[src/rtl/cdc_hs_tx_if.sv]
// Source-side handshake bundle for the toggle request/acknowledge CDC transmitter.
// The master is the environment (source plus destination ack); the slave is cdc_hs_tx.
interface cdc_hs_tx_if #(
  parameter int BUS_WIDTH = 8
);
  logic [BUS_WIDTH-1:0] src_data;
  logic                 src_valid;
  logic                 src_ready;
  logic [BUS_WIDTH-1:0] tx_data;
  logic                 tx_req;
  logic                 rx_ack;
  logic                 tx_done;
  logic                 proto_err;

  modport master (
    output src_data, src_valid, rx_ack,
    input  src_ready, tx_data, tx_req, tx_done, proto_err
  );

  modport slave (
    input  src_data, src_valid, rx_ack,
    output src_ready, tx_data, tx_req, tx_done, proto_err
  );
endinterface

[src/rtl/cdc_hs_tx.sv]
// Launching end of a toggle request/acknowledge bus CDC: captures a word, holds it
// on tx_data, toggles tx_req one cycle later and waits for the synchronized ack.
module cdc_hs_tx #(
  parameter int NUM_STAGES = 2,
  parameter int BUS_WIDTH  = 8
) (
  input logic         CLK,
  input logic         RST,
  cdc_hs_tx_if.slave  hs_if
);

  typedef enum logic [1:0] {
    IDLE     = 2'd0,
    SETUP    = 2'd1,
    WAIT_ACK = 2'd2
  } state_t;

  state_t                  state_q, state_d;
  logic [NUM_STAGES-1:0]   sync_q;
  logic [BUS_WIDTH-1:0]    tx_data_q, tx_data_d;
  logic                    tx_req_q, tx_req_d;
  logic                    tx_done_q, tx_done_d;
  logic                    proto_err_q, proto_err_d;
  logic                    ready_q, ready_d;
  logic                    ack_s;
  logic                    cap_s;

  assign ack_s = sync_q[NUM_STAGES-1];
  // ready_q already encodes "IDLE and ack matches req", so it doubles as the capture qualifier
  assign cap_s = (state_q == IDLE) && hs_if.src_valid && ready_q;

  // RX_ACK synchronizer chain
  always_ff @(posedge CLK or negedge RST) begin
    if (!RST) begin
      sync_q <= {NUM_STAGES{1'b0}};
    end else begin
      sync_q <= {sync_q[NUM_STAGES-2:0], hs_if.rx_ack};
    end
  end

  // FSM state register
  always_ff @(posedge CLK or negedge RST) begin
    if (!RST) begin
      state_q <= IDLE;
    end else begin
      state_q <= state_d;
    end
  end

  // FSM next-state logic
  always_comb begin
    state_d = state_q;
    case (state_q)
      IDLE: begin
        if (cap_s) state_d = SETUP;
        else       state_d = IDLE;
      end
      SETUP: state_d = WAIT_ACK;
      WAIT_ACK: begin
        if (ack_s == tx_req_q) state_d = IDLE;
        else                   state_d = WAIT_ACK;
      end
      default: state_d = IDLE;
    endcase
  end

  // FSM output and datapath next values
  always_comb begin
    tx_data_d   = tx_data_q;
    tx_req_d    = tx_req_q;
    tx_done_d   = 1'b0;
    proto_err_d = proto_err_q;
    case (state_q)
      IDLE: begin
        if (cap_s) tx_data_d = hs_if.src_data;
        else       tx_data_d = tx_data_q;
        if (ack_s != tx_req_q) proto_err_d = 1'b1;
        else                   proto_err_d = proto_err_q;
      end
      SETUP: tx_req_d = ~tx_req_q;
      WAIT_ACK: begin
        if (ack_s == tx_req_q) tx_done_d = 1'b1;
        else                   tx_done_d = 1'b0;
      end
      default: tx_done_d = 1'b0;
    endcase
    // Ready is registered: look one stage ahead in the synchronizer for the next ack value
    ready_d = (state_d == IDLE) && (sync_q[NUM_STAGES-2] == tx_req_d);
  end

  // Output registers
  always_ff @(posedge CLK or negedge RST) begin
    if (!RST) begin
      tx_data_q   <= {BUS_WIDTH{1'b0}};
      tx_req_q    <= 1'b0;
      tx_done_q   <= 1'b0;
      proto_err_q <= 1'b0;
      ready_q     <= 1'b1;
    end else begin
      tx_data_q   <= tx_data_d;
      tx_req_q    <= tx_req_d;
      tx_done_q   <= tx_done_d;
      proto_err_q <= proto_err_d;
      ready_q     <= ready_d;
    end
  end

  assign hs_if.tx_data   = tx_data_q;
  assign hs_if.tx_req    = tx_req_q;
  assign hs_if.tx_done   = tx_done_q;
  assign hs_if.proto_err = proto_err_q;
  assign hs_if.src_ready = ready_q;

endmodule
[src/flat_wrapper.sv]
// flat-port wrapper written by rule: the top's interface ports become plain ports
module cdc_hs_tx_flat 
#(
  parameter int NUM_STAGES = 2,
  parameter int BUS_WIDTH  = 8
)
  (CLK, RST, hs_if_src_data, hs_if_src_valid, hs_if_rx_ack, hs_if_src_ready, hs_if_tx_data, hs_if_tx_req, hs_if_tx_done, hs_if_proto_err);
  cdc_hs_tx_if #(.BUS_WIDTH(BUS_WIDTH)) hs_if_i ();
  input logic CLK;
  input logic RST;
  input wire logic [$bits(hs_if_i.src_data)-1:0] hs_if_src_data;
  input wire logic [$bits(hs_if_i.src_valid)-1:0] hs_if_src_valid;
  input wire logic [$bits(hs_if_i.rx_ack)-1:0] hs_if_rx_ack;
  output wire logic [$bits(hs_if_i.src_ready)-1:0] hs_if_src_ready;
  output wire logic [$bits(hs_if_i.tx_data)-1:0] hs_if_tx_data;
  output wire logic [$bits(hs_if_i.tx_req)-1:0] hs_if_tx_req;
  output wire logic [$bits(hs_if_i.tx_done)-1:0] hs_if_tx_done;
  output wire logic [$bits(hs_if_i.proto_err)-1:0] hs_if_proto_err;
  assign hs_if_i.src_data = hs_if_src_data;
  assign hs_if_i.src_valid = hs_if_src_valid;
  assign hs_if_i.rx_ack = hs_if_rx_ack;
  assign hs_if_src_ready = hs_if_i.src_ready;
  assign hs_if_tx_data = hs_if_i.tx_data;
  assign hs_if_tx_req = hs_if_i.tx_req;
  assign hs_if_tx_done = hs_if_i.tx_done;
  assign hs_if_proto_err = hs_if_i.proto_err;
  cdc_hs_tx #(.NUM_STAGES(NUM_STAGES), .BUS_WIDTH(BUS_WIDTH)) u_core (.CLK(CLK), .RST(RST), .hs_if(hs_if_i));
endmodule
[config.mk]
export PLATFORM = sky130hd
export DESIGN_NAME = cdc_hs_tx_flat
export DESIGN_NICKNAME = d
export VERILOG_FILES = /design/src/rtl/cdc_hs_tx_if.sv /design/src/rtl/cdc_hs_tx.sv /design/src/flat_wrapper.sv
export SDC_FILE = /design/constraint.sdc
export NUM_CORES = 1
export LEC_CHECK = 0
export CELL_PAD_IN_SITES_DETAIL_PLACEMENT = 0
export CELL_PAD_IN_SITES_GLOBAL_PLACEMENT = 1
export CORE_MARGIN = 1
export CORE_UTILIZATION = 30
export DETAILED_ROUTE_END_ITERATION = 12
export MAX_ROUTING_LAYER = met4
export PLACE_DENSITY_LB_ADDON = 0.08
export SKIP_CTS_REPAIR_TIMING = 1
export SYNTH_ARGS = -nofsm -noshare
export SYNTH_HDL_FRONTEND = slang
export SYNTH_SLANG_ARGS = --single-unit
[constraint.sdc]
create_clock -name CLK -period 1.3 [get_ports CLK]
set_input_delay 0.26 -clock CLK [delete_from_list [all_inputs] [get_ports CLK]]
set_output_delay 0.26 -clock CLK [all_outputs]
set_load 0.02 [all_outputs]
==> summary.md, run 1 <==
| Metric | Value |
|---|---|
| Critical Path Start Type | `flip-flop` |
| #FFs+latches synth | `16` |
| Worst vdd ir | `1.01 mV` |
| CTS Buf Count | `3` |
| Final worst slack | `-74.4 ps` |
| Inst Count DP | `91` |
| Port buffer count | `23` |
| Area Growth Syn to Fin | `61.1%` |
| Commonest non-fill, non-tap cell in the layout | `dfrtp_1` |
| Unrepaired setup endpoints after global routing | `yes` |
| Most frequent cells in the layout | `15 x dfrtp_1, 12 x dlymetal6s2s_1, 11 x clkdlybuf4s50_1` |
| Setup-failing EPs final | `9` |
| First-pass GRT wire length | `1810 µm` |
| Syn avg cell area | `17.5 µm²` |
| Clk_skew | `2.80 ps` |
| Clock Tree Buf Depth | `2` |
| Max Used Layer | `met4` |
| Non-filler cells, final | `95` |
| Vias | `409` |
| Max cap viols | `0` |
| Global Route Usage Sum | `12.9%` |
| Clock sinks | `16` |
| DR vias/cell | `4.31` |
| Status | `finished, violations left` |
| Tcrit/Tclk final | `106%` |
| Setup_tns | `-537 ps` |
| Critical Path RT | `1480 ps` |
| DIE AREA | `2290 µm²` |
| Fin crit period | `1370 ps` |
| Syn_nets | `48` |
| Synth Cell Area | `631 µm²` |
| Clock latency on the worst-skew pair | `280 ps` |
| Global route overflow | `0` |
| Crit Path Max Fanout | `10` |
| Antenna fix cells | `0` |
| Wire length on met1 | `519 µm` |
| Chip Height | `47.8 µm` |
| Hpwl dp | `811 µm` |
| Sum of buffers and inverters on the critical path | `1` |
| Post-DR wirelength/cell | `12.1 µm` |
| Die X | `47.8 µm` |
| Slowest-stage cell, CP | `dfstp_2` |
| Largest net degree at the start of global routing | `11` |
| Reg clk slew, reported paths | `100 ps` |
| Design Power | `2270 µW` |
| Hold WS | `211 ps` |
| Yosys cell types | `11` |
| # H-tree levels | `1` |
| Fill count | `185` |
| Post-synthesis cell count | `36` |
| Lkg Pwr | `0.000553 µW` |
| Initial antenna violation count | `0` |
| DR WL met3 | `60 µm` |
| Setup CP Type | `reg -> reg` |
| Vias in the first global route | `395` |
| Failing checks | `setup timing` |
| Rows | `16` |
| Post-route ant nets | `0` |
| Nets | `81` |
| Worst path top cell family by delay | `flip-flops` |
| Routability cong. | `0.770` |
| DR pass1 iterations | `4` |
| Root buf cell | `clkbuf_4` |
| CP max stage delay | `540 ps` |
| Final Util | `51.8%` |
| Slew @ Worst Pin | `356 ps` |
| Max Clock Freq | `0.728 GHz` |
| Final hold vios | `0` |
| Initial DRC Count | `3` |
| Synth warnings | `0` |
| Initial Utilization | `32.1%` |
| Critical Path End Type | `flip-flop` |
| Final Max Tran Viols | `0` |
| Critical Path AT | `1550 ps` |
| Layout cells sized above 1 | `32.4%` |
| Critical-path cell list | `nor4bb_4 > buf_12 > mux2_4` |
| Met2 wire length | `538 µm` |
| Core area | `1960 µm²` |
| Rel. slew slack | `76.2%` |
| Worst hold path class | `in -> async` |
| DR DRC count | `0` |
| Routed Wire Length | `1150 µm` |
| Total I/O pin count | `24` |
| CTS tree | `yes` |
| Power Density | `2230 nW/µm²` |
| Sequential element share of the synthesized area | `63.7%` |
==> final cells by class <==
type | count | area (µm²) | share of cell area (%)
clock buffers | 4 | 36.3 | 3.57
multi-input cells | 19 | 226 | 22.3
flip-flops and latches | 16 | 402 | 39.5
well taps | 27 | 33.8 | 3.33
repair buffers | 29 | 318 | 31.3
==> state kept, by name (all words and copies together) (netlist names) <==
signal / cells
u_core.hs_if.proto_err: 1
u_core.hs_if.src_ready: 1
u_core.hs_if.tx_data: 8
u_core.hs_if.tx_done: 1
u_core.hs_if.tx_req: 1
u_core.state_q: 2
u_core.sync_q: 2
==> power by group <==
part / leakage (µW) / switching (µW) / internal, µW
sequential: 0.000189 / 100 / 700
clock: 0.0000210 / 159 / 171
combinational: 0.000343 / 484 / 653
==> per-stage QoR <==
stage	instance area [µm²]	worst slack [ps]
global placement	950	-362
detailed placement	950	-360
CTS	986	-392
global route	1020	-132
floorplan	639	-91.7
finish	1020	-74.4
==> final timing paths <==
| check | from | slack, ps | depth (start not counted) | endpoint |
|---|---|---|---|---|
| worst max register to register | u_core.hs_if.src_ready | -70 | 3 | u_core.hs_if.tx_data[0] |
| max in group asynchronous | RST | 690 | 2 | u_core.hs_if.tx_req |
| worst min register to register | u_core.sync_q[0] | 400 | 0 | u_core.sync_q[1] |
| worst max-delay path | u_core.hs_if.src_ready | -70 | 3 | u_core.hs_if.tx_data[0] |
| min in group CLK | u_core.sync_q[0] | 400 | 0 | u_core.sync_q[1] |
| worst min-delay path | RST | 210 | 1 | u_core.state_q[0] |
==> worst register-to-register path, cell delays in order, from the launching register on <==
cell and delay [ps]:
dfstp_2 540, nor4bb_4 240, buf_12 180, mux2_4 310
==> cells in the mapped netlist <==
cell	number	area, µm²
nor2_1	1	3.75
mux2_4	8	120
dfrtp_1	15	375
buf_6	1	11.3
and2b_2	1	8.76
a2111oi_2	1	15.0
nor4bb_2	1	16.3
xor2_1	3	26.3
nor2b_1	2	12.5
dfstp_2	1	26.3
a21o_1	2	15.0
==> layer usage <==
metal,track usage (%),vias to the layer above
li1,-,186
met1,16.0,206
met2,16.8,13
met3,4.53,4
met4,10.0,0
met5,-,-
==> cells by family (layout without fill, tap and decap cells) <==
| logic type | count (synthesis) | after routing | synth area share [%] |
|---|---|---|---|
| flip-flops | 16 | 16 | 63.7 |
| multiplexers | 8 | 8 | 19.0 |
| AND/OR/NAND/NOR | 5 | 5 | 6.55 |
| AO/OA/AOI/OAI | 3 | 3 | 4.76 |
| XOR/XNOR | 3 | 3 | 4.17 |
| buffers and inverters | 1 | 33 | 1.79 |
Note: power is estimated with default switching activity, not from simulation.
==> run 2, diff against run 1 <==
Settings changed: CORE_UTILIZATION 30 to 35.
Clock period 1.3 ns to 1.8 ns, I/O delays scaled along.
==> run 2 against run 1 <==
The flow now finishes without violations. Worst setup slack improved by 120 ps. Critical path depth fell by 2. Clock power decreased by 32%. Largest cell class unchanged.
==> summary.md, run 2 (synthesis results as in run 1) <==
| Metric | Value |
|---|---|
| Root buf cell | `clkbuf_4` |
| Routability cong. | `0.782` |
| Capture point of the worst path | `hs_if_src_ready` |
| Rel. slew slack | `76.5%` |
| Comb pwr share | `47.9%` |
| Critical Path Start Type | `flip-flop` |
| Critical Path RT | `1440 ps` |
| Setup_tns | `0 ps` |
| Global Route Usage Sum | `13.0%` |
| Slew @ Worst Pin | `352 ps` |
| Max reg flops | `8` |
| P_int | `1070 µW` |
| Unrepaired setup endpoints after global routing | `no` |
| CP max stage delay | `590 ps` |
| Non-filler cells, final | `88` |
| Most frequent cells in the layout | `23 x clkdlybuf4s50_1, 15 x dfrtp_1, 8 x mux2_4` |
| CTS Buf Count | `3` |
| Routed Wire Length | `1060 µm` |
| Largest net degree at the start of global routing | `17` |
| Slowest-stage cell, CP | `clkdlybuf4s50_1` |
| Max cap viols | `0` |
| Rows | `14` |
| Fin crit period | `1750 ps` |
| Initial DRC Count | `0` |
| Setup CP Type | `reg -> out` |
| Clock power share | `14.0%` |
| Critical Path AT | `1390 ps` |
| Part of the power in registers | `38.1%` |
| Reg2Reg Setup Slack | `320 ps` |
| Hpwl dp | `798 µm` |
| Worst hold path class | `in -> async` |
| Switching Share | `32.5%` |
| Clk_skew | `3.42 ps` |
| R2R Path Start | `u_core.hs_if.src_ready` |
| DR vias/cell | `4.41` |
| Die X | `44.4 µm` |
| Port buffer count | `23` |
| Initial antenna violation count | `0` |
| Setup-failing EPs final | `0` |
| Clock latency on the worst-skew pair | `270 ps` |
| Area Growth Syn to Fin | `47.6%` |
| Post-place setup slack | `89.6 ps` |
| Nets | `77` |
| Tcrit/Tclk final | `97.2%` |
| Chip Height | `44.4 µm` |
| Core area | `1590 µm²` |
| Final Util | `58.4%` |
| Commonest non-fill, non-tap cell in the layout | `clkdlybuf4s50_1` |
| First-pass GRT wire length | `1790 µm` |
| Logic depth of the worst path, buffers included | `1` |
| Total I/O pin count | `24` |
| Net Sw Power | `517 µW` |
| CTS tree | `yes` |
| Layout cells sized above 1 | `28.1%` |
| Sum of buffers and inverters on the critical path | `1` |
| DIE AREA | `1980 µm²` |
| Vias | `388` |
| Reg2Reg Depth | `3` |
| Final worst slack | `50.0 ps` |
| Fill count | `124` |
| Max Clock Freq | `0.571 GHz` |
| Hold WS | `400 ps` |
| Critical Path End Type | `output pin` |
| Vias in the first global route | `439` |
| Lkg Pwr | `0.000411 µW` |
| Critical-path cell list | `clkdlybuf4s50_1` |
| # H-tree levels | `1` |
| Worst vdd ir | `0.811 mV` |
| Reg2reg end | `u_core.hs_if.tx_data[7]` |
| DR DRC count | `0` |
| Final Max Tran Viols | `0` |
| Final hold vios | `0` |
| Crit Path Max Fanout | `2` |
| Busiest grt layer | `met2` |
| GRT met2 Usage | `22.1%` |
| Status | `finished, final reports clean` |
| M1 GR Usage | `15.0%` |
| CP startpoint | `u_core.hs_if.src_ready` |
| Initial Utilization | `39.6%` |
| Worst path top cell family by delay | `buffers and inverters` |
| Post-DR wirelength/cell | `12.1 µm` |
| Reg clk slew, reported paths | `90 ps` |
| Post-route ant nets | `0` |
| DR pass1 iterations | `1` |
| Clock Tree Buf Depth | `2` |
| Clock sinks | `16` |
| Power Density | `1710 nW/µm²` |
| Inst Count DP | `84` |
| M3 GR Usage | `3.67%` |
| Global route overflow | `0` |
| Antenna fix cells | `0` |
==> run 2: cell types whose count changed in the layout (fill, tap and decap cells not counted) <==
cell / previous run / this run
clkdlybuf4s50_1: 11 / 23
dlymetal6s2s_1: 12 / 0
buf_4: 5 / 2
buf_12: 1 / 0
nor4bb_2: 0 / 1
nor4bb_4: 1 / 0
==> run 2: power by group through the flow <==
stage	registers (µW)	logic, µW	clock network, µW
final	605	760	223
after global routing	620	802	250
after CTS	608	765	231
after detailed placement	605	769	0
after global placement	598	756	0
after floorplan	747	304	0
==> run 2: per-layer routing <==
metal | share of wire, % | vias to the layer above
met4 | 0 | 0
met3 | 5.8 | 0
li1 | - | 181
met5 | 0 | -
met2 | 46 | 20
met1 | 48 | 187
==> run 2: worst reg2reg max path, stage by stage (launching register included) <==
cell and delay [ps]:
dfstp_2 530, nor4bb_2 260, buf_4 260, mux2_4 320
==> run 2: final cells by class <==
class,count,area (µm²),share of cell area (%)
tap,24,30.0,3.23
timing repair buffer,25,245,26.3
clock buffer,4,36.3,3.90
multi-input combinational,19,218,23.4
sequential,16,402,43.1
==> run 2: worst min path at each step <==
stage	start	to
after global placement	u_core.sync_q[0]	u_core.sync_q[1]
after CTS	RST	u_core.state_q[1]
after floorplan	RST	u_core.hs_if.proto_err
after detailed placement	u_core.sync_q[0]	u_core.sync_q[1]
after global routing	RST	u_core.hs_if.tx_data[5]
final	RST	u_core.hs_if.tx_data[5]
==> run 2: per-stage QoR <==
| stage | cell area [µm²] | total power, µW |
|---|---|---|
| detailed placement | 895 | 1370 |
| global route | 931 | 1670 |
| global placement | 895 | 1350 |
| floorplan | 631 | 1050 |
| CTS | 931 | 1600 |
| finish | 931 | 1590 |
